$ cat config.mk
export PLATFORM = sky130hd
export DESIGN_NAME = cypher_access_ctrl
export DESIGN_NICKNAME = d
export VERILOG_FILES = /design/src/rtl/cypher_access_ctrl.sv
export SDC_FILE = /design/constraint.sdc
export NUM_CORES = 1
export LEC_CHECK = 0
export BUFFER_PORTS_ARGS = -buffer_cell sky130_fd_sc_hd__buf_2
export CORE_MARGIN = 5
export CORE_UTILIZATION = 46
export CTS_BUF_LIST = sky130_fd_sc_hd__clkbuf_8 sky130_fd_sc_hd__clkbuf_16
export DETAILED_ROUTE_END_ITERATION = 7
export GPL_TIMING_DRIVEN = 0
export PLACE_DENSITY = 0.83
export RECOVER_POWER = 25
export SYNTH_ARGS = -nofsm -noshare
export SYNTH_HDL_FRONTEND = slang
export SYNTH_SLANG_ARGS = --single-unit
export TNS_END_PERCENT = 20
$ cat constraint.sdc
create_clock -name clock -period 1.8 [get_ports clock]
set_clock_uncertainty 0.1 [all_clocks]
set_input_delay 0.18 -clock clock [delete_from_list [all_inputs] [get_ports clock]]
set_output_delay 0.18 -clock clock [all_outputs]
set_load 0.05 [all_outputs]
$ cat src/rtl/cypher_access_ctrl.sv
// Shares one cypher_detector between two requesters: round-robin grant, nibble-serial
// code transfer, verdict collection, cypher programming and lockout after repeated failures.
module cypher_access_ctrl #(
  parameter logic [15:0] RESET_CYPHER = 16'h2601,
  parameter int          MAX_FAILS    = 3,
  parameter int          WAIT_CYCLES  = 4,
  parameter int          LOCK_CYCLES  = 64
) (
  input  logic        clock,
  input  logic        reset,
  input  logic        req0,
  input  logic        req1,
  input  logic [15:0] code0,
  input  logic [15:0] code1,
  input  logic        cfg_we,
  input  logic [15:0] cfg_cypher,
  output logic [15:0] det_cypher,
  output logic [3:0]  det_input,
  output logic        det_read,
  input  logic        det_detected,
  output logic        ack0,
  output logic        ack1,
  output logic        match,
  output logic        locked,
  output logic [3:0]  fail_count
);

  localparam int WW = (WAIT_CYCLES > 1) ? $clog2(WAIT_CYCLES) : 1;
  localparam int LW = (LOCK_CYCLES > 1) ? $clog2(LOCK_CYCLES) : 1;
  localparam logic [WW-1:0] WAIT_LAST  = WW'(WAIT_CYCLES - 1);
  localparam logic [LW-1:0] LOCK_LAST  = LW'(LOCK_CYCLES - 1);
  localparam logic [3:0]    FAIL_LIMIT = 4'(MAX_FAILS);

  typedef enum logic [2:0] {IDLE, SEND, CHECK, RESP, LOCK} state_t;

  state_t        state_r;
  logic [15:0]   code_r;
  logic [1:0]    nib_r;
  logic [WW-1:0] wait_r;
  logic [LW-1:0] lock_r;
  logic          last_r;
  logic          side_r;
  logic          pick1_s;
  logic [15:0]   grant_code_s;

  function automatic logic [3:0] nibble_of(input logic [15:0] code, input logic [1:0] idx);
    case (idx)
      2'd0:    return code[15:12];
      2'd1:    return code[11:8];
      2'd2:    return code[7:4];
      2'd3:    return code[3:0];
      default: return 4'd0;
    endcase
  endfunction

  // Round-robin choice: on a tie, serve the side that was not granted last.
  always_comb begin
    pick1_s = 1'b0;
    if (req0 && req1) begin
      pick1_s = ~last_r;
    end else if (req1) begin
      pick1_s = 1'b1;
    end else begin
      pick1_s = 1'b0;
    end
    grant_code_s = pick1_s ? code1 : code0;
  end

  // Main control FSM with all outputs registered.
  always_ff @(posedge clock or posedge reset) begin
    if (reset) begin
      state_r    <= IDLE;
      code_r     <= 16'd0;
      nib_r      <= 2'd0;
      wait_r     <= '0;
      lock_r     <= '0;
      last_r     <= 1'b1;
      side_r     <= 1'b0;
      det_cypher <= RESET_CYPHER;
      det_input  <= 4'd0;
      det_read   <= 1'b0;
      ack0       <= 1'b0;
      ack1       <= 1'b0;
      match      <= 1'b0;
      locked     <= 1'b0;
      fail_count <= 4'd0;
    end else begin
      case (state_r)
        IDLE: begin
          if (cfg_we) begin
            det_cypher <= cfg_cypher;
          end else if (req0 || req1) begin
            side_r    <= pick1_s;
            last_r    <= pick1_s;
            code_r    <= grant_code_s;
            det_read  <= 1'b1;
            det_input <= nibble_of(grant_code_s, 2'd0);
            nib_r     <= 2'd1;
            state_r   <= SEND;
          end else begin
            state_r <= IDLE;
          end
        end
        SEND: begin
          // nib_r wraps to 0 once the fourth nibble is on the bus.
          if (nib_r == 2'd0) begin
            det_read  <= 1'b0;
            det_input <= 4'd0;
            wait_r    <= '0;
            state_r   <= CHECK;
          end else begin
            det_input <= nibble_of(code_r, nib_r);
            nib_r     <= nib_r + 2'd1;
          end
        end
        CHECK: begin
          if (det_detected || (wait_r == WAIT_LAST)) begin
            ack0       <= ~side_r;
            ack1       <= side_r;
            match      <= det_detected;
            fail_count <= det_detected ? 4'd0 : (fail_count + 4'd1);
            state_r    <= RESP;
          end else begin
            wait_r <= wait_r + WW'(1);
          end
        end
        RESP: begin
          ack0  <= 1'b0;
          ack1  <= 1'b0;
          match <= 1'b0;
          if (fail_count == FAIL_LIMIT) begin
            locked  <= 1'b1;
            lock_r  <= '0;
            state_r <= LOCK;
          end else begin
            state_r <= IDLE;
          end
        end
        LOCK: begin
          if (lock_r == LOCK_LAST) begin
            locked     <= 1'b0;
            fail_count <= 4'd0;
            state_r    <= IDLE;
          end else begin
            lock_r <= lock_r + LW'(1);
          end
        end
        default: begin
          state_r <= IDLE;
        end
      endcase
    end
  end

endmodule

==> impl_metrics.env <==
export IMPL_cts_root_buf="clkbuf_8"
export IMPL_antenna_found_initial=0
export IMPL_worst_pin_slew_ps=621
export IMPL_p_per_area_nw_per_um2=1640
export IMPL_worstHoldPathCells=2
export IMPL_n_fill_cell=480
export IMPL_synth_top_area_share_pct=46.1
export IMPL_slew_headroom_pct=58.5
export IMPL_cts_buffer_depth=2
export IMPL_power_total_uw=5900
export IMPL_yosysSeqAreaShare_pct=50.8
export IMPL_synthToLayoutAreaGrowth_pct=30.0
export IMPL_wl_per_cell_um=14.4
export IMPL_place_ws_ps=-195
export IMPL_switchingPower_uw=2610
export IMPL_place_inst=393
export IMPL_first_global_vias=2200
export IMPL_die_w_um=87.6
export IMPL_whs_ps=7.62
export IMPL_regArea_um2=1410
export IMPL_core_area_um2=5890
export IMPL_synth_area_leaders="dfrtp_1, mux2_2, mux2_4"
export IMPL_ys_types=47
export IMPL_syn_nets=295
export IMPL_multi_input_area_um2=1280
export IMPL_io_pins=83
export IMPL_yosys_warnings=0
export IMPL_fin_crit_ps=1700
export IMPL_yosys_cell_count_top_type="dfrtp_1"
export IMPL_power_frac_clock_pct=13.6
export IMPL_rows=28
export IMPL_hold_class="primary input to flip-flop"
export IMPL_worst_ep_arrival_time_ps=1790
export IMPL_insertion_delay_ps=310
export IMPL_wl_um=6060
export IMPL_synth_area_um2=2770
export IMPL_vias_per_cell=5.18
export IMPL_dieArea_um2=7670
export IMPL_clk_pin_slew_ps=100
export IMPL_dr_first_iter_drc_count=112
export IMPL_cts_buffers=5
export IMPL_p_sw_share_pct=44.3
export IMPL_worst_setup_path_start_kind="flip-flop"
export IMPL_worstSetupEndpointType="flip-flop"
export IMPL_synth_top_area_cell="dfrtp_1"
export IMPL_ys_ff_latch=56
export IMPL_antenna_left=0
export IMPL_synthFlopType="dfrtp_1"
export IMPL_dr_pass1_iters=4
export IMPL_netlist_instances=235
export IMPL_worstSetupPathType="flip-flop to flip-flop"
export IMPL_setup_ws_ps=99.0
export IMPL_gp_congestion=0.805
export IMPL_synth_edf_count=0
export IMPL_max_vdd_ir_drop_uv=1180
export IMPL_syn_area_per_cell_um2=11.8
export IMPL_rsz0062_at_grt="yes"
export IMPL_vias=2175
export IMPL_fin_crit_sh_pct=94.5
export IMPL_cp_max_fo=7
export IMPL_cap_violations=0
export IMPL_comb_power_share_pct=50.9
export IMPL_finalHoldViolations=0
export IMPL_seqPwrFrac_pct=35.6
export IMPL_final_cells=420
export IMPL_fmax_mhz=588
export IMPL_h_tree_depth=2
export IMPL_tns_ps=0
export IMPL_initial_core_util_pct=47.0
export IMPL_clock_sinks=56
export IMPL_drive_above_1_share_pct=42.9
export IMPL_intPower_uw=3280
export IMPL_cp_required_ps=1890
export IMPL_remaining_drc_errors=0
export IMPL_setup_viol=0
export IMPL_hpwlAfterDp_um=4410
export IMPL_status="finished, final reports clean"
export IMPL_cts_tree="built"
export IMPL_track_usage_pct=16.0
export IMPL_leakage_uw=0.00178
export IMPL_io_buffers=82
export IMPL_grt_first_pass_wirelength_um=9840
export IMPL_nNetsFinal=404
export IMPL_regToRegSetupSlack_ps=100
export IMPL_async_flop_share_pct=100
export IMPL_synth_common_cells="dfrtp_1, nor2_1, a21oi_1, mux2_2, mux2i_1"
export IMPL_grt_max_degree=40
export IMPL_final_max_slew_viol_count=0
export IMPL_worst_r2r_path_depth=5
export IMPL_die_height_um=87.6
export IMPL_overflow=0
export IMPL_n_antenna_cell=0
-- worst paths after layout --
kind | startpoint | endpoint
max reg2reg | lock_r[0] | lock_r[2]
max | lock_r[0] | lock_r[2]
min reg2reg | det_cypher[15] | det_cypher[15]
min in group asynchronous | reset | det_cypher[1]
max in group asynchronous | reset | det_cypher[13]
min | cfg_cypher[6] | det_cypher[6]
-- routing by layer --
metal	GRT usage (%)	vias up	part of all wire (%)
met3	2.45	8	5.5
met5	0	-	0
met4	6.42	0	1.7
li1	-	1067	-
met2	26.3	60	49
met1	21.3	1040	44
-- through the flow --
step | util (%) | area, um^2
after floorplan | - | 2770
after global placement | 55.7 | 3280
after detailed placement | 56.0 | 3300
after CTS | 60.2 | 3540
after global routing | 61.2 | 3600
final | 61.2 | 3600
-- power groups by stage --
stage / Sequential (uW) / Clock, uW / Combinational [uW]
final: 2100 / 799 / 3000
after global routing: 2170 / 880 / 3210
after CTS: 2100 / 828 / 2960
after detailed placement: 2120 / 0 / 2920
after global placement: 2080 / 0 / 2860
after floorplan: 3100 / 0 / 1280
-- cells by family (layout without fill, tap and decap cells) --
family / Yosys count / count (layout) / synth area share [%]
compound gates: 54 / 54 / 13.4
xor+xnor: 1 / 1 / 0.316
fa+ha+maj: 6 / 6 / 2.71
buf+inv: 19 / 129 / 3.84
flops: 56 / 56 / 50.8
mux: 38 / 38 / 16.2
simple gates: 61 / 61 / 12.7
-- what timing repair did --
action                     4_1_cts  5_1_grt
pin swaps                        1        2
setup buffers                    1        3
setup endpoints to repair       13       20
hold buffers                    13        2
hold endpoints to repair        28        2
resized for setup                0       10
-- layout make-up --
cell class,instances,share of cell area [%]
Clock inverter,3,1.08
Tap cell,75,2.61
Timing Repair Buffer,102,16.6
Multi-Input combinational cell,160,35.4
Clock buffer,5,1.91
Sequential cell,56,39.2
Buffer,10,2.26
Inverter,9,0.938
-- worst max-delay path: stages (launching register included) --
cell and delay [ps]:
dfrtp_1 410, ha_1 240, and4_2 230, a21oi_4 140
a21oi_2 90, a221o_1 370
-- flip-flops by register name (all words and copies together) (netlist names) --
name,count
match,1
wait_r,2
det_cypher,16
ack1,1
nib_r,2
state_r,3
fail_count,4
lock_r,6
side_r,1
ack0,1
code_r,12
last_r,1
det_read,1
det_input,4
locked,1
-- layout by cell type, fill, tap and decap left out, drive strengths merged, types with 2 or more instances in the layout --
cell,n
buf,95
dfrtp,51
mux2,24
nor2,22
a21oi,20
dlygate4sd3,15
mux2i,14
nand2,13
inv,10
o21ai,9
clkbuf,7
ha,6
a22oi,5
a221o,5
dfstp,5
nand3,4
a22o,4
nand2b,3
a211o,3
nor3,3
nor3b,3
or2,2
and3,2
o22ai,2
nor4,2
(Power assumes the default switching activity.)
